**src/rtl/galaga_pkg.sv**
```systemverilog
// Shared encodings and sprite geometry for the galaga title/game-over overlay path.
package galaga_pkg;

  typedef enum logic [1:0] {
    GS_TITLE    = 2'b00,
    GS_PLAY     = 2'b01,
    GS_GAMEOVER = 2'b10
  } game_state_t;

  typedef enum logic [1:0] {
    OVL_NONE  = 2'd0,
    OVL_LOGO  = 2'd1,
    OVL_PRESS = 2'd2,
    OVL_GO    = 2'd3
  } ovl_color_t;

  typedef enum logic [2:0] {
    ANIM_IDLE,
    ANIM_TITLE,
    ANIM_GO_SCROLL,
    ANIM_GO_HOLD,
    ANIM_GO_DONE
  } anim_state_t;

  // Sprite ROM dimensions and log2 of the on-screen scale factor.
  localparam int unsigned LOGO_W   = 96;
  localparam int unsigned LOGO_H   = 16;
  localparam int unsigned LOGO_SH  = 1;
  localparam int unsigned PRESS_W  = 55;
  localparam int unsigned PRESS_H  = 5;
  localparam int unsigned PRESS_SH = 2;
  localparam int unsigned GO_W     = 128;
  localparam int unsigned GO_H     = 16;
  localparam int unsigned GO_SH    = 2;

  function automatic logic [9:0] box_extent(input int unsigned n, input int unsigned sh);
    return 10'(n << sh);
  endfunction

endpackage

```
**src/rtl/overlay_anim_ctrl.sv**
```systemverilog
// Overlay animation sequencer: title blink, game-over banner scroll/hold and go_done pulse.
module overlay_anim_ctrl
  import galaga_pkg::*;
#(
  parameter logic [9:0]  GO_Y_FINAL   = 10'd208,
  parameter int unsigned BLINK_FRAMES = 30,
  parameter int unsigned HOLD_FRAMES  = 180
) (
  input  logic       Clk,
  input  logic       Reset_n,
  input  logic       frame_tick,
  input  logic [1:0] game_state,
  output logic [9:0] go_y,
  output logic       logo_en,
  output logic       press_en,
  output logic       go_en,
  output logic       go_done
);

  localparam int unsigned BW = $clog2(BLINK_FRAMES);
  localparam int unsigned HW = $clog2(HOLD_FRAMES);

  anim_state_t   state, state_n;
  logic [BW-1:0] blink_cnt, blink_cnt_n;
  logic [HW-1:0] hold_cnt, hold_cnt_n;
  logic [9:0]    go_y_n, go_y_step;
  logic          blink_vis, blink_vis_n;
  logic          go_done_n;

  always_ff @(posedge Clk or negedge Reset_n) begin
    if (!Reset_n) begin
      state     <= ANIM_IDLE;
      blink_cnt <= '0;
      hold_cnt  <= '0;
      go_y      <= '0;
      blink_vis <= 1'b1;
      go_done   <= 1'b0;
    end else begin
      state     <= state_n;
      blink_cnt <= blink_cnt_n;
      hold_cnt  <= hold_cnt_n;
      go_y      <= go_y_n;
      blink_vis <= blink_vis_n;
      go_done   <= go_done_n;
    end
  end

  // A game_state change is tested before frame_tick, so a coincident tick is dropped.
  always_comb begin
    state_n     = state;
    blink_cnt_n = blink_cnt;
    hold_cnt_n  = hold_cnt;
    go_y_n      = go_y;
    blink_vis_n = blink_vis;
    go_done_n   = 1'b0;
    go_y_step   = go_y + 10'd2;
    if (game_state == GS_PLAY) begin
      state_n     = ANIM_IDLE;
      blink_cnt_n = '0;
      hold_cnt_n  = '0;
      go_y_n      = '0;
      blink_vis_n = 1'b1;
    end else begin
      case (state)
        ANIM_IDLE: begin
          blink_cnt_n = '0;
          hold_cnt_n  = '0;
          go_y_n      = '0;
          blink_vis_n = 1'b1;
          if (game_state == GS_TITLE)         state_n = ANIM_TITLE;
          else if (game_state == GS_GAMEOVER) state_n = ANIM_GO_SCROLL;
        end
        ANIM_TITLE: begin
          if (game_state != GS_TITLE) begin
            state_n = ANIM_IDLE;
          end else if (frame_tick) begin
            if (blink_cnt == BW'(BLINK_FRAMES - 1)) begin
              blink_cnt_n = '0;
              blink_vis_n = !blink_vis;
            end else begin
              blink_cnt_n = blink_cnt + 1'b1;
            end
          end
        end
        ANIM_GO_SCROLL: begin
          if (game_state != GS_GAMEOVER) begin
            state_n = ANIM_IDLE;
          end else if (frame_tick) begin
            if (go_y_step >= GO_Y_FINAL) begin
              go_y_n     = GO_Y_FINAL;
              hold_cnt_n = '0;
              state_n    = ANIM_GO_HOLD;
            end else begin
              go_y_n = go_y_step;
            end
          end
        end
        ANIM_GO_HOLD: begin
          if (game_state != GS_GAMEOVER) begin
            state_n = ANIM_IDLE;
          end else if (frame_tick) begin
            if (hold_cnt == HW'(HOLD_FRAMES - 1)) begin
              go_done_n = 1'b1;
              state_n   = ANIM_GO_DONE;
            end else begin
              hold_cnt_n = hold_cnt + 1'b1;
            end
          end
        end
        ANIM_GO_DONE: begin
          if (game_state != GS_GAMEOVER) state_n = ANIM_IDLE;
        end
        default: state_n = ANIM_IDLE;
      endcase
    end
  end

  always_comb begin
    logo_en  = (state == ANIM_TITLE);
    press_en = (state == ANIM_TITLE) && blink_vis;
    go_en    = (state == ANIM_GO_SCROLL) || (state == ANIM_GO_HOLD) || (state == ANIM_GO_DONE);
  end

endmodule

```
**src/rtl/title_overlay_renderer.sv**
```systemverilog
// Overlay renderer: addresses the three logo ROMs from the scan position and registers the lit pixel.
module title_overlay_renderer
  import galaga_pkg::*;
#(
  parameter logic [9:0]  LOGO_X0      = 10'd112,
  parameter logic [9:0]  LOGO_Y0      = 10'd96,
  parameter logic [9:0]  PRESS_X0     = 10'd210,
  parameter logic [9:0]  PRESS_Y0     = 10'd300,
  parameter logic [9:0]  GO_X0        = 10'd64,
  parameter logic [9:0]  GO_Y_FINAL   = 10'd208,
  parameter int unsigned BLINK_FRAMES = 30,
  parameter int unsigned HOLD_FRAMES  = 180
) (
  input  logic         Clk,
  input  logic         Reset_n,
  input  logic         frame_tick,
  input  logic [1:0]   game_state,
  input  logic [9:0]   DrawX,
  input  logic [9:0]   DrawY,
  output logic [3:0]   logo_addr,
  input  logic [95:0]  logo_data,
  output logic [3:0]   go_addr,
  input  logic [127:0] go_data,
  output logic [2:0]   press_addr,
  input  logic [54:0]  press_data,
  output logic         ovl_on,
  output logic [1:0]   ovl_color,
  output logic         go_done
);

  localparam logic [9:0] LOGO_BW  = box_extent(LOGO_W, LOGO_SH);
  localparam logic [9:0] LOGO_BH  = box_extent(LOGO_H, LOGO_SH);
  localparam logic [9:0] PRESS_BW = box_extent(PRESS_W, PRESS_SH);
  localparam logic [9:0] PRESS_BH = box_extent(PRESS_H, PRESS_SH);
  localparam logic [9:0] GO_BW    = box_extent(GO_W, GO_SH);
  localparam logic [9:0] GO_BH    = box_extent(GO_H, GO_SH);

  logic [9:0] go_y;
  logic       logo_en, press_en, go_en;

  overlay_anim_ctrl #(
    .GO_Y_FINAL   (GO_Y_FINAL),
    .BLINK_FRAMES (BLINK_FRAMES),
    .HOLD_FRAMES  (HOLD_FRAMES)
  ) u_anim (
    .Clk        (Clk),
    .Reset_n    (Reset_n),
    .frame_tick (frame_tick),
    .game_state (game_state),
    .go_y       (go_y),
    .logo_en    (logo_en),
    .press_en   (press_en),
    .go_en      (go_en),
    .go_done    (go_done)
  );

  logic       logo_in, press_in, go_in;
  logic [9:0] logo_dx, logo_dy, press_dx, press_dy, go_dx, go_dy;
  logic [6:0] logo_col, go_col;
  logic [5:0] press_col;
  logic       logo_bit, press_bit, go_bit;
  ovl_color_t pix_color;

  // Offsets are forced to zero outside a box, so no wrapped subtraction reaches a ROM.
  always_comb begin
    logo_in  = (DrawX >= LOGO_X0) && (DrawX < LOGO_X0 + LOGO_BW) &&
               (DrawY >= LOGO_Y0) && (DrawY < LOGO_Y0 + LOGO_BH);
    press_in = (DrawX >= PRESS_X0) && (DrawX < PRESS_X0 + PRESS_BW) &&
               (DrawY >= PRESS_Y0) && (DrawY < PRESS_Y0 + PRESS_BH);
    go_in    = go_en && (DrawX >= GO_X0) && (DrawX < GO_X0 + GO_BW) &&
               (DrawY >= go_y) && (DrawY < go_y + GO_BH);

    logo_dx  = logo_in  ? DrawX - LOGO_X0  : '0;
    logo_dy  = logo_in  ? DrawY - LOGO_Y0  : '0;
    press_dx = press_in ? DrawX - PRESS_X0 : '0;
    press_dy = press_in ? DrawY - PRESS_Y0 : '0;
    go_dx    = go_in    ? DrawX - GO_X0    : '0;
    go_dy    = go_in    ? DrawY - go_y     : '0;

    logo_col   = 7'(logo_dx >> LOGO_SH);
    press_col  = 6'(press_dx >> PRESS_SH);
    go_col     = 7'(go_dx >> GO_SH);
    logo_addr  = 4'(logo_dy >> LOGO_SH);
    press_addr = 3'(press_dy >> PRESS_SH);
    go_addr    = 4'(go_dy >> GO_SH);

    logo_bit  = logo_data[7'(LOGO_W - 1) - logo_col];
    press_bit = press_data[6'(PRESS_W - 1) - press_col];
    go_bit    = go_data[7'(GO_W - 1) - go_col];
  end

  always_comb begin
    pix_color = OVL_NONE;
    if (game_state != GS_PLAY) begin
      if (go_in && go_bit)                        pix_color = OVL_GO;
      else if (logo_en && logo_in && logo_bit)    pix_color = OVL_LOGO;
      else if (press_en && press_in && press_bit) pix_color = OVL_PRESS;
    end
  end

  always_ff @(posedge Clk or negedge Reset_n) begin
    if (!Reset_n) begin
      ovl_on    <= 1'b0;
      ovl_color <= '0;
    end else begin
      ovl_on    <= (pix_color != OVL_NONE);
      ovl_color <= pix_color;
    end
  end

endmodule
```
**config.mk**
```make
export PLATFORM = sky130hd
export DESIGN_NAME = title_overlay_renderer
export DESIGN_NICKNAME = d
export VERILOG_FILES = /design/src/rtl/galaga_pkg.sv /design/src/rtl/overlay_anim_ctrl.sv /design/src/rtl/title_overlay_renderer.sv
export SDC_FILE = /design/constraint.sdc
export NUM_CORES = 1
export LEC_CHECK = 0
export BUFFER_PORTS_ARGS = -buffer_cell sky130_fd_sc_hd__buf_2
export CAP_MARGIN = 20
export CORE_AREA = 5 5 120 122
export DETAILED_ROUTE_END_ITERATION = 16
export DIE_AREA = 0 0 125 127
export PLACE_DENSITY = 0.87
export SLEW_MARGIN = 5
export SYNTH_ARGS = -nofsm -noshare
export SYNTH_HDL_FRONTEND = slang
export SYNTH_SLANG_ARGS = --single-unit
```
**constraint.sdc**
```tcl
create_clock -name Clk -period 11.3 [get_ports Clk]
set_input_delay 2.825 -clock Clk [delete_from_list [all_inputs] [get_ports Clk]]
set_output_delay 2.825 -clock Clk [all_outputs]
set_load 0.03 [all_outputs]
```
==> impl_metrics.toml, run 1 <==
[status]
status = "finished clean"

[die]
core_sq_um = 13100
die_w_um = 125
die-height_um = 127
io_pins = 319
row_count = 42
dieArea_sq_um = 15900
initial_utilization = 0.433

[detailed_routing]
drtPass1Iterations = 5
dr_wl_met3_mm = 2.01
met1_length_mm = 9.15
wl_per_cell_um = 20.7
postRouteAntennaNets = 0
wl_met2_mm = 11.9
wl_mm = 24.0
top_layer = "met4"
drc = 0
post_drt_via_cell_ratio = 6.14
num_vias = 7100
drtIter0Drc = 599

[sta]
relSlewSlack = 0.335
finalSetupTns_ns = 0
fmax_ghz = 0.117
finClkSkew_ns = 0.00543
rsz0062_at_grt = "false"
tightest_slew_ns = 0.998
drv_slew = 0
hold_viol_final = 0
fin_crit_sh = 0.756
setup_viol = 0
layout_min_cycle_time_ns = 8.54

[yosys]
async_flop_share = 1.00
synth_top_cells_by_area = "dfrtp_1 (13%), mux4_2 (9.1%), ha_1 (7.1%)"
netlist_instances = 691
synthesis.nets = 1027
syn_avg_cell_area_sq_um = 8.21
synth_warnings = 0
synth.distinct_cells = 86
yosys_most_used_dff = "dfrtp_1"
synth_top_area_cell = "dfrtp_1"
synth_edf_count = 0
ys_seq_area_frac = 0.133
ys_ff_latch = 30
yosys.area.top_type_share = 0.128
synth_area_sq_um = 5670

[clock_tree]
cts.path.max_buffers = 2
cts-root-buf = "clkbuf_16"
clock-sinks = 30
ctsHoldBuffers = 0
cts_resized = 0
postCtsSetupBuffers = 0
h-tree-depth = 2
clk_pin_slew_worst_paths_ns = 0.05
numCtsBuffers = 5
cts_tree = "yes"
clk_latency_ns = 0.27

[layout]
finalNetCount = 1313
fin_cells = 1157
drive_gt1_frac = 0.398
fillers = 1222
area_growth_pct = 32.4

[placed_design]
place_inst = 1146
io_buffer_count = 317
gp_congestion = 0.930
dp_hpwl_mm = 19.2

[setup_path]
required_ns = 8.48
critPathLaunchType = "primary input"
cp.arrival_ns = 5.71
crit_fanout = 34
worst-setup-path-type = "in2out"
end_kind = "output port"

[power]
p_leak_nw = 3.42
ir_worst_vdd_mv = 0.0442
powerDensity_nw_per_um2 = 58.7

[grt]
grt_max_degree = 64
grt_use_total = 0.282
grt_pass1_wl_mm = 36.8
grt_overflow_total = 0
grt_pass1_vias = 7186
antenna_found_initial = 3

[run]
cap_violations = 0

[min_path]
worstHoldPathType = "reg2reg"
synthesized netlist by cell type (18+ instances only):
library cell,number
dfrtp_1,29
clkbuf_1,26
nand2_1,59
inv_1,28
mux2_2,18
o21ai_0,47
ha_1,32
a21oi_1,32
mux2i_1,40
mux4_2,23
nand3_1,30
nor2_1,45
sequential cells by signal (all words and copies together) (netlist names):
name / cells
u_anim.state: 3
u_anim.blink_cnt: 5
ovl_on: 1
u_anim.go_done: 1
ovl_color: 2
u_anim.blink_vis: 1
u_anim.go_y: 9
u_anim.hold_cnt: 8
area by class of cell:
type                            instances  area, sq um  area share
Inverter                               29          109      0.0145
Sequential cell                        30          752       0.100
Antenna cell                            3         7.51     0.00100
Tap cell                              176          220      0.0293
Timing Repair Buffer                  327         1660       0.221
Multi-Input combinational cell        584         4610       0.614
Clock inverter                          1         5.00    0.000667
Clock buffer                            7          143      0.0190
cells in the final DEF (no fill, tap or decap), types with 6 or more instances in the layout:
master	netlist	final
nor2b_1	9	9
a221oi_1	10	10
o211ai_1	10	10
nor3_1	15	15
mux4_2	23	23
a31oi_1	12	12
ha_1	32	32
dfrtp_1	29	29
and3_1	12	12
nand3_1	30	30
o31ai_1	9	9
xnor2_1	11	11
buf_2	5	317
nor2_1	45	45
mux2i_1	40	40
o21ai_0	47	47
a221o_1	8	8
mux2_2	18	18
a21oi_1	32	32
and2_1	13	13
a211oi_1	7	7
mux4_1	6	6
nand2_1	59	59
nand4_1	15	15
buf_4	3	10
inv_1	28	28
or3_1	7	7
path summary, 6_finish.rpt:
kind | startpoint | end | slack (ns) | depth (start not counted)
worst min-delay path | u_anim.blink_cnt[4] | u_anim.blink_cnt[4] | 0.48 | 1
worst max register to register | u_anim.go_y[3] | ovl_color[1] | 7.18 | 12
worst min register to register | u_anim.blink_cnt[4] | u_anim.blink_cnt[4] | 0.48 | 1
min in group asynchronous | Reset_n | u_anim.hold_cnt[4] | 2.58 | 1
max in group asynchronous | Reset_n | u_anim.blink_cnt[4] | 8.28 | 1
worst max-delay path | DrawX[3] | go_addr[0] | 2.76 | 9
critical path, cell delays in order:
cell,delay (ns)
buf_2,0.09
buf_4,0.26
inv_1,0.57
nand3_1,0.14
o311ai_0,0.42
o2111a_1,0.46
nand2_1,0.40
nor3_1,0.28
buf_2,0.23
layer usage:
layer / track usage / vias up
li1: - / 3292
met3: 0.0480 / 71
met1: 0.336 / 3284
met2: 0.511 / 453
met4: 0.104 / 0
met5: 0 / -
through the flow:
step,hold WS (ns),utilization,setup WS (ns),cell area (sq um),power [W]
after floorplan,0.445,-,2.94,5670,0.000219
after global placement,0.467,0.562,2.70,7350,0.000302
after detailed placement,0.470,0.562,2.75,7350,0.000306
after CTS,0.477,0.573,2.75,7500,0.000438
after global routing,0.510,0.574,2.48,7510,0.000464
final,0.477,0.574,2.76,7510,0.000441
power by group:
part	internal [W]	switching [W]
clock	0.0000871	0.0000447
sequential	0.000111	0.00000471
combinational	0.0000931	0.000100
cell families (layout without fill, tap and decap cells):
group                      after synthesis  after routing  synth area share
other                                    0              3                 0
DFF                                     30             30             0.133
and+or+nand+nor                        231            231             0.209
buffers and inverters                   77            364            0.0582
AOI/OAI and AO/OA                      215            215             0.270
adders and majority gates               32             32            0.0706
xor gates and xnor gates                17             17            0.0300
muxes                                   89             89             0.229
(Power assumes the default switching activity.)
==> run 2: changes to the inputs <==
--- a/config.mk
+++ b/config.mk
@@ -7,10 +7,10 @@
 export LEC_CHECK = 0
 export BUFFER_PORTS_ARGS = -buffer_cell sky130_fd_sc_hd__buf_2
 export CAP_MARGIN = 20
-export CORE_AREA = 5 5 120 122
+export CORE_AREA = 5 5 121 123
 export DETAILED_ROUTE_END_ITERATION = 16
-export DIE_AREA = 0 0 125 127
-export PLACE_DENSITY = 0.87
+export DIE_AREA = 0 0 126 128
+export PLACE_DENSITY = 0.85
 export SLEW_MARGIN = 5
 export SYNTH_ARGS = -nofsm -noshare
 export SYNTH_HDL_FRONTEND = slang
==> constraint.sdc (replaced) <==
create_clock -name Clk -period 8.2 [get_ports Clk]
set_input_delay 2.05 -clock Clk [delete_from_list [all_inputs] [get_ports Clk]]
set_output_delay 2.05 -clock Clk [all_outputs]
set_load 0.03 [all_outputs]
==> impl_metrics.toml, run 2 (synthesis results as in run 1) <==
[layout]
fillers = 1271
top_register = "u_anim.go_y"
final_cell_mix = "buf_2 (317), nand2_1 (59), o21ai_0 (47), nor2_1 (45), mux2i_1 (40)"
drive_gt1_frac = 0.399
area_growth_pct = 32.6
reg.largest.list = "u_anim.go_y (9), u_anim.hold_cnt (8), u_anim.blink_cnt (5)"
finalNetCount = 1313
final_common_cell = "buf_2"
fin_cells = 1161
largest_reg_flops = 9

[placed_design]
gp_congestion = 0.923
io_buffer_count = 317
dp_hpwl_mm = 19.6
place_inst = 1150

[detailed_routing]
drtIter0Drc = 473
wl_mm = 24.1
drtPass1Iterations = 5
wl_per_cell_um = 20.8
drc = 0
postRouteAntennaNets = 0
post_drt_via_cell_ratio = 6.10
num_vias = 7081

[setup_path]
cp.arrival_ns = 4.90
reg2reg_depth = 12
end_kind = "output port"
path_cells = "buf_2 -> inv_1 -> ha_1 -> nand2_1 -> o311ai_0 -> o2111a_1 -> nand2_1 -> nor3_1 -> buf_2"
crit_fanout = 25
required_ns = 6.15
slowest_stage = "o2111a_1"
critPathLaunchType = "primary input"
cpPeakStageDelay_ns = 0.49
worst-setup-path-type = "in2out"

[die]
io_pins = 319
die-height_um = 128
initial_utilization = 0.418
dieArea_sq_um = 16100
core_sq_um = 13600
row_count = 43
die_w_um = 126

[clock_tree]
postCtsSetupBuffers = 0
clock-sinks = 30
cts.path.max_buffers = 2
cts_tree = "yes"
clk_latency_ns = 0.28
cts-root-buf = "clkbuf_16"
ctsHoldBuffers = 0
cts_resized = 0
h-tree-depth = 2
clk_pin_slew_worst_paths_ns = 0.05
numCtsBuffers = 5

[grt]
grt_use_total = 0.282
grt_overflow_total = 0
grt_pass1_wl_mm = 36.7
grt_max_degree = 48
grt_pass1_vias = 7043
antenna_found_initial = 3

[sta]
relSlewSlack = 0.343
layout_min_cycle_time_ns = 6.95
finClkSkew_ns = 0.00484
finalSetupTns_ns = 0
fin_crit_sh = 0.847
hold_viol_final = 0
setup_viol = 0
tightest_slew_ns = 0.981
fmax_ghz = 0.144
rsz0062_at_grt = "false"
drv_slew = 0

[run]
cap_violations = 0

[min_path]
holdPathStages = 1
worstHoldPathType = "reg2reg"

[power]
p_leak_nw = 3.42
ir_worst_vdd_mv = 0.0828
powerDensity_nw_per_um2 = 80.8

[status]
status = "finished clean"
## run 2: power breakdown
part	internal (W)	leakage, nW	switching, W
Sequential	0.000153	0.414	0.00000631
Combinational	0.000128	2.94	0.000135
Clock	0.000120	0.0729	0.0000654
## run 2: area by class of cell
cell class,count,area (sq um),area share
multi-input cells,584,4610,0.613
repair buffers,327,1660,0.221
flip-flops and latches,30,752,0.100
well taps,180,225,0.0300
clock buffers,6,139,0.0185
inverters,29,109,0.0145
clock inverters,2,12.5,0.00166
diodes,3,7.51,0.000999
## run 2: final timing paths
kind                                     from                  to  slack, ns
setup / recovery                     DrawX[5]          go_addr[0]       1.25
hold / removal             u_anim.hold_cnt[7]  u_anim.hold_cnt[7]       0.48
setup reg to reg               u_anim.go_y[3]        ovl_color[0]       4.11
hold reg to reg            u_anim.hold_cnt[7]  u_anim.hold_cnt[7]       0.48
max in group asynchronous             Reset_n      u_anim.go_y[8]       5.95
min in group asynchronous             Reset_n  u_anim.hold_cnt[5]       1.81
## run 2: worst max-delay path: cells and delay by family
family / cells / cell delay, ns
simple gates: 3 / 0.74
buf+inv: 3 / 0.97
fa+ha+maj: 1 / 0.24
compound gates: 2 / 0.88
## run 2: per-layer routing
| layer | track usage | up-vias | wire [um] |
|---|---|---|---|
| li1 | - | 3304 | - |
| met1 | 0.339 | 3336 | 9380 |
| met2 | 0.515 | 374 | 12300 |
| met3 | 0.0433 | 67 | 1670 |
| met4 | 0.0902 | 0 | 745 |
| met5 | 0 | - | 0 |
## run 2: through the flow
| step | area (sq um) | util | setup WS [ns] | hold WS (ns) | total power [W] |
|---|---|---|---|---|---|
| finish | 7520 | 0.554 | 1.25 | 0.482 | 0.000607 |
| global route | 7520 | 0.554 | 1.08 | 0.513 | 0.000641 |
| CTS | 7510 | 0.554 | 1.24 | 0.479 | 0.000608 |
| detailed placement | 7360 | 0.543 | 1.25 | 0.472 | 0.000421 |
| global placement | 7360 | 0.543 | 1.25 | 0.468 | 0.000415 |
| floorplan | 5670 | - | 1.39 | 0.445 | 0.000301 |
==> run 3: changes to the inputs <==
==> constraint.sdc (replaced) <==
create_clock -name Clk -period 6.95 [get_ports Clk]
set_input_delay 1.7375 -clock Clk [delete_from_list [all_inputs] [get_ports Clk]]
set_output_delay 1.7375 -clock Clk [all_outputs]
set_load 0.03 [all_outputs]
==> impl_metrics.toml, run 3 (synthesis results as in run 1) <==
[status]
status = "finished clean"

[setup_path]
crit_family = "compound AO/OA/AOI/OAI gates"
end_kind = "output port"
rrSetupSlack_ns = 2.67
slowest_stage = "o2111a_1"
worst-setup-path-type = "in2out"
cp.buffers_inverters = 3
required_ns = 5.21
path_cells = "buf_2 -> clkinv_1 -> ha_1 -> nand2b_1 -> a221o_1 -> a21oi_1 -> o2111a_1 -> nand2_1 -> nor3_1 -> buf_2"
cpMostUsedCell = "buf_2"
cpPeakStageDelay_ns = 0.45
reg2reg_depth = 12
r2r_end = "ovl_color[0]"
critPathLaunchType = "primary input"
crit_fanout = 14
cp.arrival_ns = 4.45
r2r-start = "u_anim.go_y[6]"

[die]
die_w_um = 126
initial_utilization = 0.418
row_count = 43
die-height_um = 128
core_sq_um = 13600
io_pins = 319
dieArea_sq_um = 16100

[sta]
fin_crit_sh = 0.890
relSlewSlack = 0.331
layout_min_cycle_time_ns = 6.19
hold_viol_final = 0
finClkSkew_ns = 0.00399
setup_viol = 0
rsz0062_at_grt = "false"
fmax_ghz = 0.162
drv_slew = 0
finalSetupTns_ns = 0
tightest_slew_ns = 1.00

[clock_tree]
cts-root-buf = "clkbuf_16"
cts.path.max_buffers = 2
clock-sinks = 30
cts_resized = 0
numCtsBuffers = 5
postCtsSetupBuffers = 0
h-tree-depth = 2
clk_pin_slew_worst_paths_ns = 0.05
clk_latency_ns = 0.27
cts_tree = "yes"
ctsHoldBuffers = 0

[placed_design]
place_inst = 1155
io_buffer_count = 317
gp_congestion = 0.934
dp_hpwl_mm = 19.9
placed_area_sq_um = 7400

[detailed_routing]
drtIter0Drc = 475
wl_per_cell_um = 20.9
drc = 0
post_drt_via_cell_ratio = 6.08
num_vias = 7088
wl_mm = 24.3
postRouteAntennaNets = 0
drtPass1Iterations = 5

[min_path]
holdPathStages = 1
min_from = "u_anim.hold_cnt[7]"
hold_path_end = "u_anim.hold_cnt[7]"
worstHoldPathType = "reg2reg"

[layout]
finalNetCount = 1318
reg.largest.list = "u_anim.go_y (9), u_anim.hold_cnt (8), u_anim.blink_cnt (5)"
area_growth_pct = 32.9
fin_cells = 1165
final_cell_mix = "buf_2 (317), nand2_1 (59), o21ai_0 (47), nor2_1 (45), mux2i_1 (40)"
final_util = 0.556
drive_gt1_frac = 0.401
top_register = "u_anim.go_y"
final_area_sq_um = 7540
largest_reg_flops = 9
final_common_cell = "buf_2"

[grt]
grt_overflow_total = 0
grt_pass1_vias = 7230
grt_max_degree = 48
grt_use_total = 0.286
antenna_found_initial = 3
grt_pass1_wl_mm = 37.3

[power]
power.total_w = 0.000705
powerDensity_nw_per_um2 = 93.5
ir_worst_vdd_mv = 0.0869
p_leak_nw = 3.44

[run]
cap_violations = 0
run 3: cell types whose count changed in the layout (fill, tap and decap cells not counted):
cell,change
buf_4,+5
clkbuf_8,-1
clkinv_2,+1
clkinvlp_4,-1
run 3: through the flow:
| stage | setup WS (ns) | hold WS, ns |
|---|---|---|
| floorplan | 0.768 | 0.445 |
| global placement | 0.853 | 0.468 |
| detailed placement | 0.797 | 0.475 |
| CTS | 0.790 | 0.486 |
| global route | 0.556 | 0.509 |
| finish | 0.762 | 0.492 |
run 3: metal layers:
layer,part of all wire,GRT usage,vias up
met4,0.031,0.100,0
met1,0.39,0.345,3369
met3,0.071,0.0354,53
met5,0,0,-
met2,0.51,0.523,365
li1,-,-,3301
run 3: worst max path at each step:
stage                   from          to  slack (ns)  depth (start not counted)
CTS                 DrawX[6]  go_addr[0]        0.79                         10
finish              DrawX[6]  go_addr[0]        0.76                         10
global route        DrawX[6]  go_addr[2]        0.56                         10
detailed placement  DrawX[6]  go_addr[0]        0.80                         10
floorplan           DrawX[4]  go_addr[0]        0.77                         12
global placement    DrawX[5]  go_addr[2]        0.85                         10
run 3: power by group:
group	leakage [nW]	total, W	internal (W)	switching, W
Combinational	2.96	0.000314	0.000152	0.000161
Sequential	0.414	0.000188	0.000180	0.00000749
Clock	0.0695	0.000204	0.000129	0.0000749
Total	3.44	0.000705	0.000461	0.000244
run 3: final cells by class:
type	instances	area (sq um)
flip-flops and latches	30	752
multi-input cells	584	4610
clock buffers	5	125
fillers	1261	6020
well taps	180	225
diodes	3	7.51
inverters	29	109
repair buffers	332	1700
clock inverters	2	10.0
